$ cat config.mk
export PLATFORM = sky130hd
export DESIGN_NAME = uarttx_simple
export DESIGN_NICKNAME = d
export VERILOG_FILES = /design/src/rtl/uarttx_simple.sv
export SDC_FILE = /design/constraint.sdc
export NUM_CORES = 1
export LEC_CHECK = 0
export BUFFER_PORTS_ARGS = -buffer_cell sky130_fd_sc_hd__buf_2
export CAP_MARGIN = 10
export CORE_ASPECT_RATIO = 0.6
export CORE_MARGIN = 2
export CORE_UTILIZATION = 58
export CTS_BUF_LIST = sky130_fd_sc_hd__clkbuf_4
export DETAILED_ROUTE_END_ITERATION = 10
export HOLD_SLACK_MARGIN = 0.15
export PLACE_DENSITY = 0.8
export SYNTH_ARGS = -nofsm -noshare
export SYNTH_HDL_FRONTEND = slang
export SYNTH_SLANG_ARGS = --single-unit
$ cat constraint.sdc
create_clock -name clk -period 2 [get_ports clk]
set_clock_uncertainty 0.15 [all_clocks]
set_input_delay 0.1 -clock clk [delete_from_list [all_inputs] [get_ports clk]]
set_output_delay 0.1 -clock clk [all_outputs]
set_load 0.005 [all_outputs]
$ cat src/rtl/uarttx_simple.sv
// uarttx_simple: 8-bit UART transmitter, start/8N/[even parity]/stop.
// Ports: clk, nrst (async, active-low); en gates acceptance; din/din_valid/
//   din_ready byte handshake; tx serial out (idle high, registered);
//   busy frame active; out_state/out_bit_ctr debug taps.
// Optional macro UARTTX_PARITY_EN adds an even parity bit after data.
module uarttx_simple #(
  parameter int BAUD_PER  = 10416,
  parameter int STOP_BITS = 1
) (
  input  logic       clk,
  input  logic       nrst,
  input  logic       en,
  input  logic [7:0] din,
  input  logic       din_valid,
  output logic       din_ready,
  output logic       tx,
  output logic       busy,
  output logic [2:0] out_state,
  output logic [2:0] out_bit_ctr
);

  localparam int BW = (BAUD_PER < 1) ? 1 : $clog2(BAUD_PER + 1);
  localparam logic [BW-1:0] BAUD_MAX = BW'(BAUD_PER);
  localparam logic STOP_LAST = (STOP_BITS == 2);

  typedef enum logic [2:0] {
    S_IDLE   = 3'd0,
    S_START  = 3'd1,
    S_DATA   = 3'd2,
    S_PARITY = 3'd3,
    S_STOP   = 3'd4
  } state_t;

  state_t          state_q;
  logic [BW-1:0]   baud_q;
  logic [2:0]      bit_q;
  logic [7:0]      sh_q;
  logic            tx_q;
  logic            stop_q;
  logic            run_q;
`ifdef UARTTX_PARITY_EN
  logic            par_q;
`endif

  logic tick;
  assign tick = (baud_q == BAUD_MAX);

  // run_q keeps din_ready low while reset is held and for the
  // first edge after release, even though state is already IDLE.
  assign din_ready   = en & run_q & (state_q == S_IDLE);
  assign tx          = tx_q;
  assign busy        = (state_q != S_IDLE);
  assign out_state   = state_q;
  assign out_bit_ctr = bit_q;

  always_ff @(posedge clk or negedge nrst) begin
    if (!nrst) begin
      state_q <= S_IDLE;
      baud_q  <= '0;
      bit_q   <= 3'd0;
      sh_q    <= 8'd0;
      tx_q    <= 1'b1;
      stop_q  <= 1'b0;
      run_q   <= 1'b0;
`ifdef UARTTX_PARITY_EN
      par_q   <= 1'b0;
`endif
    end else begin
      run_q <= 1'b1;
      if (state_q == S_IDLE || tick) begin
        baud_q <= '0;
      end else begin
        baud_q <= baud_q + 1'b1;
      end
      case (state_q)
        S_IDLE: begin
          if (din_valid && din_ready) begin
            sh_q    <= din;
`ifdef UARTTX_PARITY_EN
            par_q   <= ^din;
`endif
            state_q <= S_START;
            tx_q    <= 1'b0;
          end
        end
        S_START: begin
          if (tick) begin
            state_q <= S_DATA;
            bit_q   <= 3'd0;
            tx_q    <= sh_q[0];
          end
        end
        S_DATA: begin
          if (tick) begin
            sh_q <= {1'b0, sh_q[7:1]};
            if (bit_q == 3'd7) begin
`ifdef UARTTX_PARITY_EN
              state_q <= S_PARITY;
              tx_q    <= par_q;
`else
              state_q <= S_STOP;
              tx_q    <= 1'b1;
              stop_q  <= 1'b0;
`endif
            end else begin
              bit_q <= bit_q + 3'd1;
              tx_q  <= sh_q[1];
            end
          end
        end
`ifdef UARTTX_PARITY_EN
        S_PARITY: begin
          if (tick) begin
            state_q <= S_STOP;
            tx_q    <= 1'b1;
            stop_q  <= 1'b0;
          end
        end
`endif
        S_STOP: begin
          if (tick) begin
            if (stop_q == STOP_LAST) begin
              state_q <= S_IDLE;
            end else begin
              stop_q <= 1'b1;
            end
          end
        end
        default: begin
          state_q <= S_IDLE;
          tx_q    <= 1'b1;
        end
      endcase
    end
  end

endmodule

Yosys cells after proc, flatten, opt, wreduce, memory -nomap -nowiden
Cells that the tools add are included.

storage, ports and cells
  register bits after elaboration = 31
  output and inout port bits = 9
  word-level logic and storage cells = 61

cells by class
  add/subtract/negate cells = 2
  equality and inequality tests = 12
  mux-type cells = 25
  bitwise gates (word level) = 3
  reduce and logical (&&, ||, !) cells = 12

operator list
  operator                 number
  $mux W3                  9
  $mux W8                  2
  $pmux W8 S2              1
  $add A14 B1 Y14 const B  1
  $eq A14 B14 Y1 const B   1
  $mux W14                 1
  $ne A2 B2 Y1 const B     6
  $pmux W3 S4              1
  $reduce_and A4 Y1        3
  $mux W1                  8
  $eq A3 B3 Y1 const B     2
  $pmux W3 S2              1
  $reduce_and A6 Y1        1
  $reduce_bool A2 Y1       3
  $pmux W1 S4              1
  $add A3 B1 Y3 const B    1
  $eq A3 B1 Y1 const B     1
  $eq A3 B2 Y1 const B     1
  $logic_not A3 Y1         1
  $reduce_and A3 Y1        1
  $reduce_bool A3 Y1       1
  $and A1 B1 Y1            2
  $ne A2 B1 Y1 const B     1
  $pmux W1 S2              1
  other kinds (3)          3

Logic depth before layout (Yosys ltp)
Gate-level depths: netlist (run 1).

  depth in word-level cells = 5
  gate-level depth with buffers = 8
  depth with buffers taken out = 6

Least setup slack after synthesis (run 1)
Ideal clock, no wire load.

  path kind = register -> register
  from = reg state_q[2] (netlist: out_state[2])
  to = reg sh_q[1]
  data arrival time = 1.486 ns
  setup slack = 0.241 ns
  stages on the path, launching flop included = 6
  cell sequence = dfrtp_1 > buf_2 > or3_4 > buf_2 > or3_1 > o221a_2

on the way
  cells in the longest elaborated chain, start to end = 5

ends and longest elaborated chain
  element                      RTL line  text
  from (decl)                  34        state_t state_q;
  from (signal assigned)       58        state_q <= S_IDLE;
  from (signal assigned)       82        state_q <= S_START;
  from (signal assigned)       88        state_q <= S_DATA;
  $logic_not A3 Y1             50, 75
  $and A1 B1 Y1                50        assign din_ready = en & run_q & (state_q == S_IDLE);
  $logic_and A1 B1 Y1          77        if (din_valid && din_ready) begin
  $ne A2 B1 Y1 (no line)       n/a
  $reduce_and A3 Y1 (no line)  n/a
  to (signal assigned)         78        sh_q <= din;
  to (signal assigned)         95        sh_q <= {1'b0, sh_q[7:1]};
  to (decl)                    37        logic [7:0] sh_q;

Several ways; a longest one is shown, not always the timed one.
A chain may end at the register's enable or synchronous reset.

Worst setup path after layout (run 1)
  from = reg baud_q[0]
  to = reg state_q[2] (netlist: out_state[2])

on the way
  cells in the longest elaborated chain, start to end = 3

ends and longest elaborated chain
  element                          RTL line  text
  from (decl)                      35        logic [BW-1:0] baud_q;
  from (signal assigned)           73        baud_q <= baud_q + 1'b1;
  $eq A14 B14 Y1 (*)               46        assign tick = (baud_q == BAUD_MAX);
  $ne A2 B2 Y1 (no line)           n/a
  $reduce_and A6 Y1 (no line) (*)  n/a

Every way passes the cells marked *; elsewhere a longest branch is shown, timed or not.

==> run metrics, run 1 <==
status finished clean; Final Max Tran Viols 0; routed length on met3 187 um; CTS tree yes; sequential share of the synthesized area 48.6%; Slew Limit Headroom 56.8%; Max clock buf depth 2; Crit path max-delay family simple AND/OR/NAND/NOR gates; Routed Antenna Nets 0; I/O Buffers 20; placed cell area around 1700 um2; diode count 0; Tot Pwr 1.59 mW; fmax roughly 530 MHz; Post-Synthesis Cells ~150; Global Route Usage Sum 25.9%; final cell count without fillers between 200 and 250; top layer in use met4; CTS root buffer clkbuf_4; Internal 1.10 mW; crit path max-delay cell type or4b_1; Cell Chain, Critical Path inv_1 -> ha_1 -> and4bb_1 -> nand4_2 -> or4b_1 -> a21oi_1; Final Core Density 73.5%; pin slew with the least headroom to its limit 0.648 ns; met2 WL 1500 um; most common cell in the netlist dfrtp_1; crit path launch type flop; Final nets around 200; synth-to-layout area growth 19.9%; WHS roughly 0.19 ns; Clock Sinks 30; Max rail drop VDD 620 uV; die height 44.0 um; DRC 0; Starting Density 61.3%; share of power burned in registers 53.5%; leading area contributor after synthesis dfrtp_1; main flop type after synthesis dfrtp_1; final worst slack 0.117 ns; Net Sw Frac 31.1%; vias in the first global route 1,234; Final min period between 1.5 and 2 ns; global route overflow 0; initial antenna violation count 0; Detailed Route Iter0 Violations 88; Vias/cell 5.98; Worst Path Arrival 2.00 ns; RSZ-0062 raised after global routing false; Multi-input gate area 766 um2; Avg Cell Area, Syn roughly 10 um2; Comb power frac between 20% and 30%; Critical Path RT 2.12 ns; Detailed Routing Iterations Pass 1 4; num rows 14; delay of the slowest critical-path stage 0.53 ns; dpl cells 197; Core Area around 2500 um2; Worst-path clk slew 0.10 ns; Detail Placement HPWL 2180 um; largest net degree at the start of global routing 31; Commonest cells post-synth 29 x dfrtp_1, 17 x nor2_1, 11 x xor2_1; Mapped Area roughly 1500 um2; asr flop ratio synth 100%; mean routed wirelength per cell 15.6 um; RePlAce Congestion 0.846; power per cell area 859 nW/um2; Hold WC Path Type in -> async; first-pass GRT wire length 5910 um; CTS buffer count 5; Max Cap Viol 0; worst skew pair latency 0.34 ns; Synth Net Count 164; period utilization 94.1%; crit end category flop; FF+latch area 752 um2; Post-Place Setup Slack ~0.086 ns; final WL 3350 um; P_sw 496 uW; EDFF count, synth 0; sum of negative setup slack 0 ns; layout cells sized above 1 about a quarter; fillers 197; H-tree Lvls 2; Crit Path Max Fanout 7; post-route design area roughly 1900 um2; Clock Power Share 22.8%; Yosys reg bits 30; Yosys Warn Count 0; Die Width 70.7 um; CP bufs+invs 1; I/O pin count 21; die area 3110 um2; final hold violations 0; share of the synthesized area in the top cell type 46.9%; CP Class reg -> reg; Via Count 1,286; setup violators final 0; Leak Pwr 0.876 nW; post-synth cell types 38; Met1 Wirelength 1610 um; # Post-CTS Setup Buffers 0; ranking of synthesized cells by area dfrtp_1 47%, xor2_1 6.2%, o221a_2 5.1%
## worst register-to-register path, stage by stage (launching register included)
cell      delay, ns
dfrtp_1        0.43
inv_1          0.07
ha_1           0.13
and4bb_1       0.20
nand4_2        0.16
or4b_1         0.53
a21oi_1        0.16
## cell families after synthesis
family          after synthesis  synth area share (%)
simple gates                 69                  25.9
compound gates               22                  12.5
xor+xnor                     12                  6.80
flops                        30                  48.6
fa+ha+maj                     4                  3.24
other cells                   1                 0.242
buf+inv                      10                  2.75
## power by group through the flow
| stage | registers, mW | logic, mW | clock network, mW |
|---|---|---|---|
| CTS | 0.849 | 0.374 | 0.370 |
| detailed placement | 0.856 | 0.354 | 0 |
| global route | 0.871 | 0.430 | 0.405 |
| finish | 0.852 | 0.378 | 0.363 |
| floorplan | 0.835 | 0.249 | 0 |
| global placement | 0.849 | 0.345 | 0 |
## cells in the final DEF, fill, tap and decap left out, types with 3 or more instances in the layout
cell,n
o221a_2,7
buf_2,20
or3_1,7
nand2b_1,3
dlygate4sd3_1,11
a21oi_1,3
clkbuf_4,7
nor2_1,16
dfrtp_1,29
a22o_1,3
nand2_1,7
inv_1,5
nand3_1,6
xor2_1,11
ha_1,3
nand4_1,4
nor3_1,3
and4_1,3
and3_1,4
## layout make-up
class | instances | share of cell area (%)
multi-input combinational | 108 | 41.3
sequential | 30 | 40.6
timing repair buffer | 33 | 12.1
clock buffer | 7 | 2.83
tap | 32 | 2.16
inverter | 5 | 1.01
## per-layer routing
layer  track usage (%)  up-vias
met1              34.9      635
li1                  -      609
met3              9.07        6
met4              6.79        0
met5                 0        -
met2              40.8       36
## state kept, by name, summed over array words and instances, names as in the netlist
name         cells
baud_q          14
out_bit_ctr      3
run_q            1
sh_q             8
tx               1
out_state        3
## path summary, 6_finish.rpt
| kind | start | end | slack, ns | cells past startpoint |
|---|---|---|---|---|
| worst max-delay path | baud_q[0]$_DFF_PN0_ | out_state[2]$_DFFE_PN0P_ | 0.12 | 6 |
| worst min-delay path | nrst | run_q$_DFF_PN0_ | 0.19 | 2 |
| worst max register to register | baud_q[0]$_DFF_PN0_ | out_state[2]$_DFFE_PN0P_ | 0.12 | 6 |
| worst min register to register | baud_q[0]$_DFF_PN0_ | baud_q[0]$_DFF_PN0_ | 0.37 | 1 |
| max in group asynchronous | nrst | baud_q[7]$_DFF_PN0_ | 1.08 | 2 |
| min in group clk | din_valid | sh_q[4]$_DFFE_PN0P_ | 0.32 | 4 |
## timing repair
action	CTS	global route
resized for setup	0	5
hold buffers	11	0
setup endpoints to repair	0	9
endpoints found under the hold margin	39	0
Note: power is estimated with default switching activity, not from simulation.
==> run 2: changes to the inputs <==
--- a/config.mk
+++ b/config.mk
@@ -7,13 +7,15 @@
 export LEC_CHECK = 0
 export BUFFER_PORTS_ARGS = -buffer_cell sky130_fd_sc_hd__buf_2
 export CAP_MARGIN = 10
+export CELL_PAD_IN_SITES_DETAIL_PLACEMENT = 0
+export CELL_PAD_IN_SITES_GLOBAL_PLACEMENT = 2
 export CORE_ASPECT_RATIO = 0.6
 export CORE_MARGIN = 2
-export CORE_UTILIZATION = 58
+export CORE_UTILIZATION = 38
 export CTS_BUF_LIST = sky130_fd_sc_hd__clkbuf_4
 export DETAILED_ROUTE_END_ITERATION = 10
 export HOLD_SLACK_MARGIN = 0.15
-export PLACE_DENSITY = 0.8
+export PLACE_DENSITY_LB_ADDON = 0.1
 export SYNTH_ARGS = -nofsm -noshare
 export SYNTH_HDL_FRONTEND = slang
 export SYNTH_SLANG_ARGS = --single-unit
==> constraint.sdc (replaced) <==
create_clock -name clk -period 1.9 [get_ports clk]
set_clock_uncertainty 0.15 [all_clocks]
set_input_delay 0.095 -clock clk [delete_from_list [all_inputs] [get_ports clk]]
set_output_delay 0.095 -clock clk [all_outputs]
set_load 0.005 [all_outputs]
==> run metrics, run 2 (same netlist as run 1, synthesis figures left out) <==
status finished clean; pin slew with the least headroom to its limit 0.692 ns (+0.0439 ns); Final nets 217 (+9.0%); initial antenna violation count 0 (unchanged); layout cells sized above 1 31.2% (+6.6 points); fmax 545 MHz (+2.5%); global route overflow 0 (unchanged); Vias/cell 5.12 (-14%); Detailed Route Iter0 Violations 82 (-6.8%); delay of the slowest critical-path stage 0.55 ns (+0.02 ns); Post-Place Setup Slack 0.0216 ns (-0.0643 ns); Worst-path clk slew 0.10 ns (about the same); Slew Limit Headroom 53.9% (-2.9 points); CP Class reg -> reg; mean routed wirelength per cell 15.2 um (-2.3%); Max Cap Viol 0 (unchanged); Internal 1.22 mW (+11%); largest reg by FF count baud_q; Final Core Density 53.7% (-20 points); power per cell area 881 nW/um2 (+2.6%); worst skew pair latency 0.34 ns (about the same); Routed Antenna Nets 0 (unchanged); Net Sw Frac 31.8% (+0.66 points); share of power burned in registers 48.5% (-5.0 points); Starting Density 40.8% (-20 points); Via Count 1,276 (-0.78%); Clock Power Share 21.4% (-1.4 points); RePlAce Congestion 0.841 (-0.59%); fillers 374 (+90%); setup violators final 0 (unchanged); Max rail drop VDD 416 uV (-33%); dpl cells 227 (+15%); CTS buffer count 5 (unchanged); Final Max Tran Viols 0 (unchanged); Hold WC Path Type in -> async; Crit Path Max Fanout 8 (+1); crit path max-delay cell type or4b_4; final WL 3800 um (+13%); P_sw 569 uW (+15%); CTS tree yes; final hold violations 0 (unchanged); Die Width 86.4 um (+22%); die area 4610 um2 (+48%); Critical Path RT 2.02 ns (-0.10 ns); period utilization 96.6% (+2.5 points); diode count 0 (unchanged); max FFs per register 14 (unchanged); Core Area 3790 um2 (+50%); Worst Path Arrival 1.95 ns (-0.05 ns); I/O pin count 21 (unchanged); vias in the first global route 1,238 (+0.32%); largest net degree at the start of global routing 31 (unchanged); crit end category flop; synth-to-layout area growth 31.5%; commonest cells after routing, fill and taps aside 29 x dfrtp_1, 20 x buf_2, 19 x buf_4; CP bufs+invs 1 (unchanged); Cell Chain, Critical Path inv_1 -> ha_1 -> and4bb_1 -> nand4_4 -> or4b_4 -> a21oi_2; RSZ-0062 raised after global routing true; final cell count without fillers 249 (+16%); commonest non-fill, non-tap cell in the layout dfrtp_1; Largest regs baud_q: 14 flops, sh_q: 8 flops; die height 53.4 um (+21%); final worst slack 0.0640 ns (-0.0533 ns); Detail Placement HPWL 2680 um (+23%); Detailed Routing Iterations Pass 1 4 (unchanged); Crit path max-delay family simple AND/OR/NAND/NOR gates; crit path launch type flop; H-tree Lvls 2 (unchanged); Clock Sinks 30 (unchanged); Final min period 1.84 ns (-0.0467 ns); Comb power frac 30.2% (+6.4 points); CTS root buffer clkbuf_4; first-pass GRT wire length 6130 um (+3.7%); DRC 0 (unchanged); Global Route Usage Sum 18.3% (-7.6 points); Max clock buf depth 2 (unchanged); Leak Pwr 0.971 nW (+11%); I/O Buffers 20 (unchanged); num rows 17 (+3)
-- run 2: layout make-up --
type	count	area, um2	share of cell area (%)
multi-input cells	108	777	38.2
clock inverters	2	8.76	0.431
repair buffers	51	373	18.3
flip-flops and latches	30	752	37.0
well taps	47	58.8	2.89
clock buffers	6	45.0	2.22
inverters	5	18.8	0.923
-- run 2: layer usage --
layer | track usage, % | wire [um]
met4 | 6.25 | 27
met2 | 22.4 | 1350
met3 | 5.15 | 167
met1 | 29.0 | 2250
met5 | 0 | 0
-- run 2: what timing repair did --
action / in CTS / in global routing
setup endpoints to repair: 0 / 12
setup buffers: 0 / 3
hold buffers: 11 / 0
endpoints found under the hold margin: 39 / 0
gates resized for setup: 0 / 6
-- run 2: power groups by stage --
| stage | sequential [mW] | clock, mW | combinational [mW] |
|---|---|---|---|
| floorplan | 0.879 | 0 | 0.262 |
| global placement | 0.880 | 0 | 0.475 |
| detailed placement | 0.881 | 0 | 0.487 |
| CTS | 0.870 | 0.393 | 0.510 |
| global route | 0.884 | 0.429 | 0.596 |
| finish | 0.868 | 0.383 | 0.540 |
-- run 2: worst paths after layout --
check                                          from                        to  slack, ns  cells after the start
worst min-delay path                           nrst       baud_q[3]$_DFF_PN0_       0.18                      2
worst max-delay path            baud_q[0]$_DFF_PN0_  out_state[2]$_DFFE_PN0P_       0.06                      6
min in group clk                          din_valid            tx$_DFFE_PN1P_       0.34                      5
worst max register to register  baud_q[0]$_DFF_PN0_  out_state[2]$_DFFE_PN0P_       0.06                      6
max in group asynchronous                      nrst       baud_q[7]$_DFF_PN0_       0.97                      2
worst min register to register       tx$_DFFE_PN1P_            tx$_DFFE_PN1P_       0.36                      2
-- run 2: worst reg2reg max path: stages (launching register included) --
cell	delay [ns]
dfrtp_1	0.39
inv_1	0.06
ha_1	0.13
and4bb_1	0.23
nand4_4	0.14
or4b_4	0.55
a21oi_2	0.13
-- run 2: through the flow --
stage	cell area, um2	hold WS (ns)	power, mW	setup TNS [ns]
finish	2030	0.176	1.79	0
global route	2030	0.233	1.91	-0.0212
CTS	1990	0.198	1.77	0
detailed placement	1820	0.0292	1.37	0
global placement	1820	0.0252	1.36	0
floorplan	1550	-0.351	1.14	0
==> run 3: changes to the inputs <==
--- a/config.mk
+++ b/config.mk
@@ -11,7 +11,7 @@
 export CELL_PAD_IN_SITES_GLOBAL_PLACEMENT = 2
 export CORE_ASPECT_RATIO = 0.6
 export CORE_MARGIN = 2
-export CORE_UTILIZATION = 38
+export CORE_UTILIZATION = 23
 export CTS_BUF_LIST = sky130_fd_sc_hd__clkbuf_4
 export DETAILED_ROUTE_END_ITERATION = 10
 export HOLD_SLACK_MARGIN = 0.15
==> constraint.sdc (replaced) <==
create_clock -name clk -period 2.1 [get_ports clk]
set_clock_uncertainty 0.15 [all_clocks]
set_input_delay 0.105 -clock clk [delete_from_list [all_inputs] [get_ports clk]]
set_output_delay 0.105 -clock clk [all_outputs]
set_load 0.005 [all_outputs]
==> run metrics, run 3 (same netlist as run 1, synthesis figures left out) <==
power per cell area 828 nW/um2 (-6.0%); Detail Placement HPWL 2900 um (+8.1%); Worst-path clk slew 0.10 ns (about the same); reg2reg start baud_q[0]$_DFF_PN0_; final hold violations 0 (unchanged); crit path launch type flop; Post-Place Setup Slack 0.00704 ns (-0.0145 ns); status finished clean; period utilization 92.7% (-3.9 points); Vias/cell 4.49 (-12%); Detailed Routing Iterations Pass 1 4 (unchanged); synth-to-layout area growth 30.1%; H-tree Lvls 2 (unchanged); I/O Buffers 20 (unchanged); commonest cells after routing, fill and taps aside 29 x dfrtp_1, 20 x buf_2, 17 x nor2_1; Leak Pwr 0.924 nW (-4.8%); Max rail drop VDD 241 uV (-42%); RePlAce Congestion 0.672 (-20%); Routed Antenna Nets 0 (unchanged); CTS root buffer clkbuf_4; Global Route Usage Sum 12.4% (-5.9 points); initial antenna violation count 0 (unchanged); I/O pin count 21 (unchanged); die area 7420 um2 (+61%); die height 67.5 um (+26%); max FFs per register 14 (unchanged); WHS 0.215 ns (+0.0393 ns); mean routed wirelength per cell 14.6 um (-4.4%); Final Max Tran Viols 0 (unchanged); DRC 0 (unchanged); commonest non-fill, non-tap cell in the layout dfrtp_1; vias in the first global route 1,246 (+0.65%); num rows 23 (+6); placed cell area 1810 um2 (-0.82%); Starting Density 23.5% (-17 points); Die Width 110 um (+27%); sum of negative setup slack 0 ns (unchanged); Max clock buf depth 2 (unchanged); Crit Path Max Fanout 8 (unchanged); FF-to-FF End out_state[2]$_DFFE_PN0P_; global route overflow 0 (unchanged); Detailed Route Iter0 Violations 55 (-33%); Via Count 1,252 (-1.9%); RSZ-0062 raised after global routing false; crit end category flop; Final nets 207 (-4.6%); largest reg by FF count baud_q; layout cells sized above 1 27.1% (-4.1 points); largest net degree at the start of global routing 31 (unchanged); post-route design area 2010 um2 (-1.0%); Slew Limit Headroom 52.2% (-1.7 points); Hold WC Path Type in -> async; fmax 514 MHz (-5.7%); worst reg-to-reg path cell count 6 (unchanged); Clock Sinks 30 (unchanged); Final min period 1.95 ns (+0.110 ns); final WL 4070 um (+7.2%); CTS buffer count 5 (unchanged); CTS tree yes; final worst slack 0.154 ns (+0.0896 ns); Largest regs baud_q: 14 flops, sh_q: 8 flops; Final Core Density 30.5% (-23 points); Core Area 6590 um2 (+74%); setup violators final 0 (unchanged); Max Cap Viol 0 (unchanged); Worst Path Arrival 2.05 ns (+0.10 ns); FF-to-FF setup slack 0.15 ns (+0.09 ns); pin slew with the least headroom to its limit 0.717 ns (+0.0250 ns); worst skew pair latency 0.32 ns (-0.02 ns); Critical Path RT 2.21 ns (+0.19 ns); CP Class reg -> reg; diode count 0 (unchanged); first-pass GRT wire length 6740 um (+9.9%)
[run 3: worst max path at each step]
stage | cells after the start | end | startpoint | slack [ns]
2_1_floorplan | 5 | sh_q[1]$_DFFE_PN0P_ | out_state[2]$_DFFE_PN0P_ | 0.34
3_3_place_gp | 5 | tx$_DFFE_PN1P_ | out_bit_ctr[0]$_DFFE_PN0P_ | -0.008
3_5_place_dp | 5 | tx$_DFFE_PN1P_ | out_bit_ctr[0]$_DFFE_PN0P_ | 0.007
4_1_cts | 5 | tx$_DFFE_PN1P_ | out_bit_ctr[0]$_DFFE_PN0P_ | 0.05
5_1_grt | 5 | out_state[2]$_DFFE_PN0P_ | out_bit_ctr[0]$_DFFE_PN0P_ | 0.01
6_report | 6 | out_state[2]$_DFFE_PN0P_ | baud_q[0]$_DFF_PN0_ | 0.15
[run 3: where the power goes]
part | switching [mW] | total (mW) | internal (mW)
sequential | 0.103 | 0.809 | 0.705
combinational | 0.189 | 0.393 | 0.204
clock | 0.218 | 0.465 | 0.247
total | 0.510 | 1.67 | 1.16
[run 3: final cells by class]
type | count | area (um2)
repair buffers | 41 | 285
flip-flops and latches | 30 | 752
fillers | 691 | 4580
clock buffers | 5 | 37.5
inverters | 5 | 18.8
well taps | 87 | 109
multi-input cells | 108 | 769
clock inverters | 3 | 40.0
[run 3: per-stage QoR]
stage | power (mW) | std cells
finish | 1.67 | 279
global route | 1.80 | 279
CTS | 1.69 | 279
detailed placement | 1.19 | 260
global placement | 1.19 | 260
floorplan | 1.03 | 148
[run 3: worst max-delay path: stages (launching register included)]
cell	delay, ns
dfrtp_1	0.44
inv_1	0.08
ha_1	0.13
and4bb_1	0.24
nand4_4	0.16
or4b_1	0.53
a21oi_1	0.15
[run 3: repair_timing]
item	4_1_cts	5_1_grt
cloned	0	0
endpoints found under the setup margin	1	9
hold buffers	11	0
hold endpoints to repair	39	0
resized for setup	1	3
setup buffers	0	0
[run 3: routing by layer]
layer	GRT usage (%)	up-vias	wire length, um
met2	15.9	19	1520
li1	-	622	-
met4	3.80	0	27
met3	3.47	2	150
met1	19.4	609	2370
met5	0	-	0
